===== config.mk =====
export PLATFORM = sky130hd
export DESIGN_NAME = ccff_config_loader
export DESIGN_NICKNAME = d
export VERILOG_FILES = /design/src/rtl/ccff_config_loader.sv
export SDC_FILE = /design/constraint.sdc
export NUM_CORES = 1
export LEC_CHECK = 0
export BUFFER_PORTS_ARGS = -buffer_cell sky130_fd_sc_hd__clkbuf_2
export CORE_MARGIN = 5
export CORE_UTILIZATION = 45
export DETAILED_ROUTE_END_ITERATION = 12
export GPL_ROUTABILITY_DRIVEN = 0
export GPL_TIMING_DRIVEN = 0
export HOLD_SLACK_MARGIN = 0.05
export PLACE_DENSITY = 0.74
export SLEW_MARGIN = 5
export SYNTH_ARGS = -nofsm -noshare
export SYNTH_HDL_FRONTEND = slang
export SYNTH_SLANG_ARGS = --single-unit

===== constraint.sdc =====
create_clock -name clk -period 1.9 [get_ports clk]
set_input_delay 0.38 -clock clk [delete_from_list [all_inputs] [get_ports clk]]
set_output_delay 0.38 -clock clk [all_outputs]
set_load 0.01 [all_outputs]

===== src/rtl/ccff_config_loader.sv =====
// ccff_config_loader: streams a bitstream into parallel CCFF chains with a generated prog_clock, then releases user reset.
module ccff_config_loader #(
  parameter int NUM_CHAINS = 10,
  parameter int CHAIN_LEN  = 1024,
  parameter int SETTLE_CYC = 4
) (
  input  logic                               clk,
  input  logic                               rst,
  input  logic                               start,
  input  logic [NUM_CHAINS-1:0]              s_data,
  input  logic                               s_valid,
  output logic                               s_ready,
  output logic [NUM_CHAINS-1:0]              ccff_head,
  input  logic [NUM_CHAINS-1:0]              ccff_tail,
  output logic                               prog_clock,
  output logic                               global_resetn,
  output logic                               cfg_busy,
  output logic                               cfg_done,
  output logic [$clog2(CHAIN_LEN+1)-1:0]     bit_count,
  output logic [NUM_CHAINS-1:0]              tail_parity
);
  localparam int CW = $clog2(CHAIN_LEN + 1);
  localparam int SW = $clog2(SETTLE_CYC + 2);
  localparam logic [2:0] IDLE = 3'd0, SETUP = 3'd1, PULSE = 3'd2, SETTLE = 3'd3, DONE = 3'd4;
  localparam logic [CW-1:0] LAST_COUNT = CW'(CHAIN_LEN);
  localparam logic [SW-1:0] SETTLE_LAST = SW'(SETTLE_CYC > 0 ? SETTLE_CYC - 1 : 0);
  logic [2:0]            r_state;
  logic [SW-1:0]         r_settle;
  logic [NUM_CHAINS-1:0] r_head, r_parity;
  logic [CW-1:0]         r_count;
  logic                  r_prog, r_gresetn, r_busy, r_done, r_ready;
  logic [CW-1:0]         w_count_inc;
  logic                  w_last, w_finish;
  assign w_count_inc = r_count + 1'b1;
  assign w_last      = w_count_inc == LAST_COUNT;
  // With no settle period the final pulse hands over straight to DONE.
  assign w_finish    = (r_state == PULSE && w_last && SETTLE_CYC == 0) ||
                       (r_state == SETTLE && r_settle == SETTLE_LAST);
  always_ff @(posedge clk) begin
    if (rst) begin
      r_state   <= IDLE;
      r_settle  <= '0;
      r_head    <= '0;
      r_parity  <= '0;
      r_count   <= '0;
      r_prog    <= 1'b0;
      r_gresetn <= 1'b0;
      r_busy    <= 1'b0;
      r_done    <= 1'b0;
      r_ready   <= 1'b0;
    end else begin
      case (r_state)
        IDLE, DONE: if (start) begin
          r_state   <= SETUP;
          r_ready   <= 1'b1;
          r_busy    <= 1'b1;
          r_done    <= 1'b0;
          r_gresetn <= 1'b0;
          r_count   <= '0;
          r_parity  <= '0;
        end
        SETUP: if (s_valid) begin
          r_head  <= s_data;
          r_prog  <= 1'b1;
          r_ready <= 1'b0;
          r_state <= PULSE;
        end
        PULSE: begin
          r_prog   <= 1'b0;
          r_parity <= r_parity ^ ccff_tail;
          r_count  <= w_count_inc;
          r_settle <= '0;
          r_state  <= w_last ? SETTLE : SETUP;
          r_ready  <= !w_last;
        end
        SETTLE: r_settle <= r_settle + 1'b1;
        default: r_state <= IDLE;
      endcase
      if (w_finish) begin
        r_state   <= DONE;
        r_busy    <= 1'b0;
        r_done    <= 1'b1;
        r_gresetn <= 1'b1;
      end
    end
  end
  assign s_ready       = r_ready;
  assign ccff_head     = r_head;
  assign prog_clock    = r_prog;
  assign global_resetn = r_gresetn;
  assign cfg_busy      = r_busy;
  assign cfg_done      = r_done;
  assign bit_count     = r_count;
  assign tail_parity   = r_parity;
endmodule


======== After elaboration in Yosys (flattened, before gate mapping) ========
Cells that the tools add are included.
word-level totals
  bits of input ports ..................... 24
  register bits ........................... 41
cells by class
  reduce and logical (&&, ||, !) cells .... 19
  bitwise logic cells ..................... 2
  mux-type cells .......................... 18
  eq/ne operators ......................... 11
  $add $sub $neg .......................... 2
operators with widths
  operator                                        count
  one-hot mux 11 bit (2 select lines)             1
  one-hot mux 10 bit (2 select lines)             1
  one-hot mux 3 bit (4 select lines)              1
  adder 11 x 1 -> 11 bit (second input constant)  1
  == test 11 bit (second input constant)          1
  two-way mux 11 bit                              1
  two-way mux 10 bit                              1
  AND reduction 2 bit                             5
  nonzero test 2 bit                              5
  bitwise XOR 10 bit                              1
  == test 3 x 2 -> 1 bit (second input constant)  3
  two-way mux 3 bit                               3
  AND reduction 3 bit                             3
  two-way mux 1 bit                               6
  inequality test 2 bit (second input constant)   3
  inequality test 3 bit (second input constant)   2
  one-hot mux 3 bit (2 select lines)              1
  OR reduction 2 bit                              2
  adder 3 x 1 -> 3 bit (second input constant)    1
  == test 3 x 1 -> 1 bit (second input constant)  1
  == test 3 bit (second input constant)           1
  logical NOT 3 bit                               1
  one-hot mux 1 bit (3 select lines)              1
  nonzero test 3 bit                              1
  5 further kinds                                 5

======== Longest topological paths before layout ========
Gate-level depths: netlist of run 1.
  depth in word-level cells ............... 5
  gate-level depth with buffers ........... 7
  mapped depth without buffers ............ 7

======== Least setup slack after synthesis of run 1 ========
Ideal clock, no wire load.
  kind .................................... reg2reg
  start ................................... reg r_count[0] (netlist: bit_count[0])
  end ..................................... reg r_state[1]
  setup time .............................. 0.117 ns
  path slack .............................. -0.012 ns
  arrival time ............................ 1.795 ns
  cell stages (with the launch flop) ...... 7
  path buffers ............................ 0
  required time ........................... 1.783 ns
  cells stage by stage .................... dfxtp_1 > ha_1 > nand3_2 > nor3_4 > mux2_4 > and3_1 > a22o_1
between the ends
  longest elaborated chain between the ends .. 4
ends and longest elaborated chain
  item                                line  RTL
  from (decl)                         30    logic [CW-1:0] r_count;
  from (signal assigned)              71    r_count <= w_count_inc;
  adder 11 x 1 -> 11 bit              34    assign w_count_inc = r_count + 1'b1;
  == test 11 bit                      35    assign w_last = w_count_inc == LAST_COUNT;
  two-way mux 2 bit                   73    r_state <= w_last ? SETTLE : SETUP;
  one-hot mux 3 bit (4 select lines)  52    case (r_state)
  to (signal assigned)                73
  to (decl)                           27    logic [2:0] r_state;
No other way between the ends.
A chain may end at the register's enable or synchronous reset.

======== Worst setup path in the final report of run 1 ========
  start ................................... reg r_count[1] (netlist: bit_count[1])
  end ..................................... reg r_state[1]
The elaborated chain is that of the path after synthesis.

==> results of run 1 <==
[layout make-up]
type | instances | area [sq um]
buffer | 15 | 71.3
clock buffer | 6 | 82.6
clock inverter | 2 | 37.5
fill | 370 | 1670
inverter | 2 | 7.51
multi-input combinational | 172 | 1030
sequential | 41 | 826
tap | 50 | 62.6
timing repair buffer | 60 | 303
[worst paths after layout]
check	start	endpoint	slack, ps	cells past startpoint
max	bit_count[1]$_SDFFE_PP0P_	r_state[1]$_SDFFE_PP0P_	110	6
min	s_data[9]	ccff_head[9]$_SDFFE_PP0P_	290	3
max reg2reg	bit_count[1]$_SDFFE_PP0P_	r_state[1]$_SDFFE_PP0P_	110	6
min reg2reg	ccff_head[2]$_SDFFE_PP0P_	ccff_head[2]$_SDFFE_PP0P_	460	2
[state kept, by name, summed over array words and instances, names as in the netlist]
register / flops
cfg_done: 1
r_state: 3
ccff_head: 10
bit_count: 11
s_ready: 1
tail_parity: 10
prog_clock: 1
cfg_busy: 1
r_settle: 3
[power groups by stage]
stage          clock network [mW]  logic (mW)  registers (mW)
2_1_floorplan                   0       0.165           0.948
3_3_place_gp                    0       0.270           0.937
3_5_place_dp                    0       0.273           0.937
4_1_cts                     0.751       0.274           0.917
5_1_grt                     0.796       0.307           0.922
6_report                    0.735       0.271           0.917
[metrics by stage]
stage | instance area (sq um) | util (%)
after detailed placement | 2290 | 55.9
after global routing | 2420 | 59.2
after CTS | 2410 | 59.1
after floorplan | 1930 | -
final | 2420 | 59.2
after global placement | 2290 | 55.9
[cells by family after synthesis]
family,count (synthesis),share of synthesized area (%)
simple gates,104,27.5
compound gates,49,15.8
flops,41,42.6
buf+inv,17,4.09
xor+xnor,12,5.45
fa+ha+maj,4,2.60
mux,3,1.88
[tightest hold or removal path, delay by kind of cell]
| kind | cells | cell delay, ps |
|---|---|---|
| compound gates | 1 | 50 |
| simple gates | 1 | 40 |
| buf+inv | 1 | 80 |
[cell usage in the layout, fill, tap and decap left out, drive strengths merged, types with 7 or more instances in the layout]
cell	instances
o21ai	7
buf	10
clkbuf	71
nand2b	7
nor2	31
dfxtp	41
xor2	11
a21oi	21
nand2	41
[synth_stat cells, types with 4 or more instances]
| cell | number |
|---|---|
| ha_1 | 4 |
| clkbuf_1 | 6 |
| xor2_1 | 11 |
| nand2b_1 | 6 |
| dfxtp_1 | 41 |
| a31oi_1 | 4 |
| a21oi_1 | 21 |
| buf_2 | 6 |
| nand3b_1 | 4 |
| nand2_1 | 41 |
| nor2_1 | 30 |
| o21ai_0 | 7 |
[metal layers]
| layer | wire length [um] | part of all wire [%] |
|---|---|---|
| met2 | 2040 | 46 |
| met5 | 0 | 0 |
| met4 | 53 | 1.2 |
| met1 | 2060 | 46 |
| met3 | 276 | 6.2 |
[repair_timing]
item,CTS,global route
pin swaps,1,0
gates resized for setup,1,2
endpoints found under the setup margin,1,1
buffers inserted,1,0
==> impl_results.md, run 1 <==
* Status: completed
* Worst EP required at 2100 ps
* CP max stage cell: dfxtp_2
* Post-DP HPWL at 3.24 mm
* Antenna Cells at 0
* Synth Area per Inst at 8.38 sq um
* Synthesis Warnings at 0
* Top Family by Delay on Critical Path: simple AND/OR/NAND/NOR gates
* Seq pwr share at 47.7%
* Worst Hold Class: in2reg
* Num ports at 60
* Die width at 75.4 um
* DR WL/cell at 12.7 um
* CTS tree: built
* Die area at 5690 sq um
* Clk_lat worst skew at 300 ps
* Placed Cells at 339
* Pwr/cell area at 795 nW/um^2
* Top area cells in the synthesized netlist: dfxtp_1 43%, nand2_1 8.0%, nor2_1 5.8%, a21oi_1 5.5%, xor2_1 5.0%
* Cell Area, Synth at 1930 sq um
* Clock slew at reported path FFs at 80 ps
* RSZ-0062 raised after global routing: false
* Site Rows at 23
* Max-slew violations at 0
* Post-synthesis register bit count at 41
* Endpoints failing setup at 0
* Top-area cell type share of the netlist area at 42.6%
* Share of cells above drive strength 1 at 29.9%
* Worst EP arrival at 1990 ps
* Path type of the worst setup path: reg2reg
* Vias in the first global route at 1,645
* First-pass GRT wire length at 7.34 mm
* Final Hold Fails at 0
* Critical path, cell by cell: ha_2 > nand3_2 > nor3_4 > mux2_4 > and3_1 > a22o_1
* Total number of vias at 1,785
* Switching Share at 25.8%
* EDFF count, synth at 0
* Setup ws final at 109 ps
* Initial Utilization at 47.2%
* Post-CTS Hold Fix Bufs at 0
* Total chip power at 1.92 mW
* Clock sinks at 41
* Kind of end point of the critical path: flip-flop
* Min Tclk post-route at 1790 ps
* Clk pwr share at 38.2%
* Peak VDD IR at 0.000497 V
* Fin nets at 325
* Antenna-violating nets left at 0
* Synth area leader: dfxtp_1
* Max Cap Viol at 0
* Max incr delay on CP at 410 ps
* Initial DRT Pass Iterations at 4
* Total GRT Usage at 16.7%
* Grt met3 use at 4.49%
* Setup Slack @ Placement at -127 ps
* Worst-margin pin slew at 521 ps
* Post-Synthesis Net Count at 258
* Met2 usage at 27.1%
* Routed WL at 4.43 mm
* Die H at 75.4 um
* Period utilization at 94.3%
* Post-synth ARST share at 0%
* CP Launch Type: flip-flop
* Fin Setup TNS at 0 ps
* # H-tree levels at 2
* Initial DRC count at 111
* Max clock buf depth at 2
* # DRC at 0
* M1 GR Usage at 21.6%
* Initial antenna violation count at 0
* Largest net degree at the start of global routing at 14
* Root buffer cell: clkbuf_8
* Hold Slack at 294 ps
* P&R area growth vs syn at 25.6%
* P_sw at 496 uW
* Internal power at 1.43 mW
* Port Buffers at 59
* Clock Skew at 6.67 ps
* Pleak at 1.05 nW
* Post-Synthesis Cells at 230
* Critical path fanouts, max at 8
* Main synth FF type: dfxtp_1
* Fmax at 0.558 GHz
* Max-slew headroom at 65.3%
* Finished Layout Cells at 348
* CTS buffer count at 5
* Combinational group share of total power at 14.1%
* GRT busiest layer: met2
* Total gr overflow at 0
* Netlist cell types at 46
* Core Box Area at 4090 sq um
* Worst Path Buf+Inv at 0
* Sequential area share after synthesis at 42.6%
* Vias/cell at 5.13
(Power assumes the default switching activity.)
==> inputs of run 2 (changes only) <==
--- a/config.mk
+++ b/config.mk
@@ -5,7 +5,7 @@
 export SDC_FILE = /design/constraint.sdc
 export NUM_CORES = 1
 export LEC_CHECK = 0
-export BUFFER_PORTS_ARGS = -buffer_cell sky130_fd_sc_hd__clkbuf_2
+export BUFFER_PORTS_ARGS = -buffer_cell sky130_fd_sc_hd__buf_2
 export CORE_MARGIN = 5
 export CORE_UTILIZATION = 45
 export DETAILED_ROUTE_END_ITERATION = 12
==> impl_results.md, run 2 (synthesized netlist as in run 1, its figures left out) <==
* # H-tree levels at 2
* Vias/cell at 5.17
* Final Hold Fails at 0
* Clk pwr share at 38.4%
* Min Tclk post-route at 1840 ps
* Most frequent cells in the layout: 65 x buf_2, 41 x nand2_1, 39 x dfxtp_1, 30 x nor2_1, 21 x a21oi_1
* P_sw at 503 uW
* Max-slew violations at 0
* Share of cells above drive strength 1 at 30.2%
* Initial DRC count at 90
* Vias in the first global route at 1,614
* Total number of vias at 1,798
* Status: completed
* Max FFs per register at 11
* Max-slew headroom at 63.7%
* Worst Path Buf+Inv at 0
* Port Buffers at 59
* Clk_lat worst skew at 300 ps
* CTS buffer count at 5
* Clock slew at reported path FFs at 80 ps
* Final non-filler cell area at 2430 sq um
* Max incr delay on CP at 410 ps
* Post-DP HPWL at 3.23 mm
* Total GRT Usage at 16.4%
* Die H at 75.4 um
* First-pass GRT wire length at 7.21 mm
* Worst Hold Class: in2reg
* Period utilization at 97.1%
* Die width at 75.4 um
* Pwr/cell area at 795 nW/um^2
* CTS tree: built
* Critical path, cell by cell: ha_2 > nand3_2 > nor3_4 > mux2_4 > and3_1 > a22o_1
* Max clock buf depth at 2
* Final core occ at 59.4%
* Max Cap Viol at 0
* Die area at 5690 sq um
* Worst EP arrival at 2040 ps
* Fin nets at 325
* Critical path fanouts, max at 9
* Internal power at 1.43 mW
* Endpoints failing setup at 0
* Num ports at 60
* Root buffer cell: clkbuf_8
* Kind of end point of the critical path: flip-flop
* Site Rows at 23
* CP Launch Type: flip-flop
* Initial DRT Pass Iterations at 4
* P&R area growth vs syn at 26.0%
* Switching Share at 26.0%
* Routed WL at 4.54 mm
* Combinational group share of total power at 14.2%
* CP max stage cell: dfxtp_4
* Initial antenna violation count at 0
* DP Area at 2290 sq um
* Clock sinks at 41
* Pleak at 1.08 nW
* Commonest non-fill, non-tap cell in the layout: buf_2
* Worst-margin pin slew at 544 ps
* Core Box Area at 4090 sq um
* Clock Skew at 7.58 ps
* Initial Utilization at 47.2%
* DR WL/cell at 13.1 um
* Path type of the worst setup path: reg2reg
* Largest net degree at the start of global routing at 14
* Peak VDD IR at 0.000446 V
* Fmax at 0.542 GHz
* Fillers at 375
* Antenna-violating nets left at 0
* # DRC at 0
* Seq pwr share at 47.4%
* Total gr overflow at 0
* Worst EP required at 2090 ps
* Antenna Cells at 0
* Top Family by Delay on Critical Path: simple AND/OR/NAND/NOR gates
==> run 2: changes by cell type in the layout (fill, tap and decap cells not counted), sizes merged <==
cell / before / now
buf: 10 / 69
clkbuf: 71 / 12
==> run 2: power groups by stage <==
| stage | clock [mW] | combinational [mW] | sequential (mW) |
|---|---|---|---|
| 6_report | 0.741 | 0.275 | 0.915 |
| 5_1_grt | 0.785 | 0.309 | 0.920 |
| 4_1_cts | 0.751 | 0.275 | 0.916 |
| 3_5_place_dp | 0 | 0.273 | 0.936 |
| 3_3_place_gp | 0 | 0.270 | 0.935 |
| 2_1_floorplan | 0 | 0.165 | 0.948 |
==> run 2: per-stage QoR <==
step	power (mW)	instances	setup TNS (ps)	hold slack, ps	setup slack [ps]
global placement	1.21	339	-107	440	-107
detailed placement	1.21	339	-127	444	-127
finish	1.93	348	0	315	55.4
global route	2.01	348	-3.95	311	-3.95
floorplan	1.11	230	0	432	6.00
CTS	1.94	347	0	314	4.09
==> run 2: repair_timing <==
action | 4_1_cts | 5_1_grt
hold endpoints to repair | 0 | 0
hold buffers | 0 | 0
pin swaps | 1 | 1
resized for setup | 2 | 3
endpoints found under the setup margin | 1 | 1
buffers inserted | 0 | 1
==> run 2: final timing paths <==
| check | startpoint | slack (ps) | endpoint | cells past startpoint |
|---|---|---|---|---|
| worst min-delay path | s_data[4] | 310 | ccff_head[4]$_SDFFE_PP0P_ | 3 |
| worst max register to register | bit_count[0]$_SDFFE_PP0P_ | 60 | r_state[1]$_SDFFE_PP0P_ | 6 |
| worst min register to register | ccff_head[2]$_SDFFE_PP0P_ | 450 | ccff_head[2]$_SDFFE_PP0P_ | 2 |
| worst max-delay path | bit_count[0]$_SDFFE_PP0P_ | 60 | r_state[1]$_SDFFE_PP0P_ | 6 |
==> run 2: per-layer routing <==
layer  wire length (um)  GRT usage (%)  share of wire [%]  vias up
li1                   -              -                  -      922
met1               2110           21.5                 46      815
met2               2080           26.6                 46       55
met3                291           3.69                6.4        6
met4                 57           5.83                1.3        0
met5                  0              0                  0        -
==> run 2: final cells by class <==
type                            instances  area [sq um]  area share [%]
Clock inverter                          2          37.5            1.55
Buffer                                 15          71.3            2.94
Sequential cell                        41           828            34.1
Inverter                                2          7.51           0.309
Clock buffer                            6          82.6            3.40
Tap cell                               50          62.6            2.58
Multi-Input combinational cell        172          1030            42.6
Timing Repair Buffer                   60           303            12.5
==> run 2: worst min-delay path, cell delays in order <==
cell and delay [ps]:
buf_2 100, nand2_1 40, a21oi_1 50
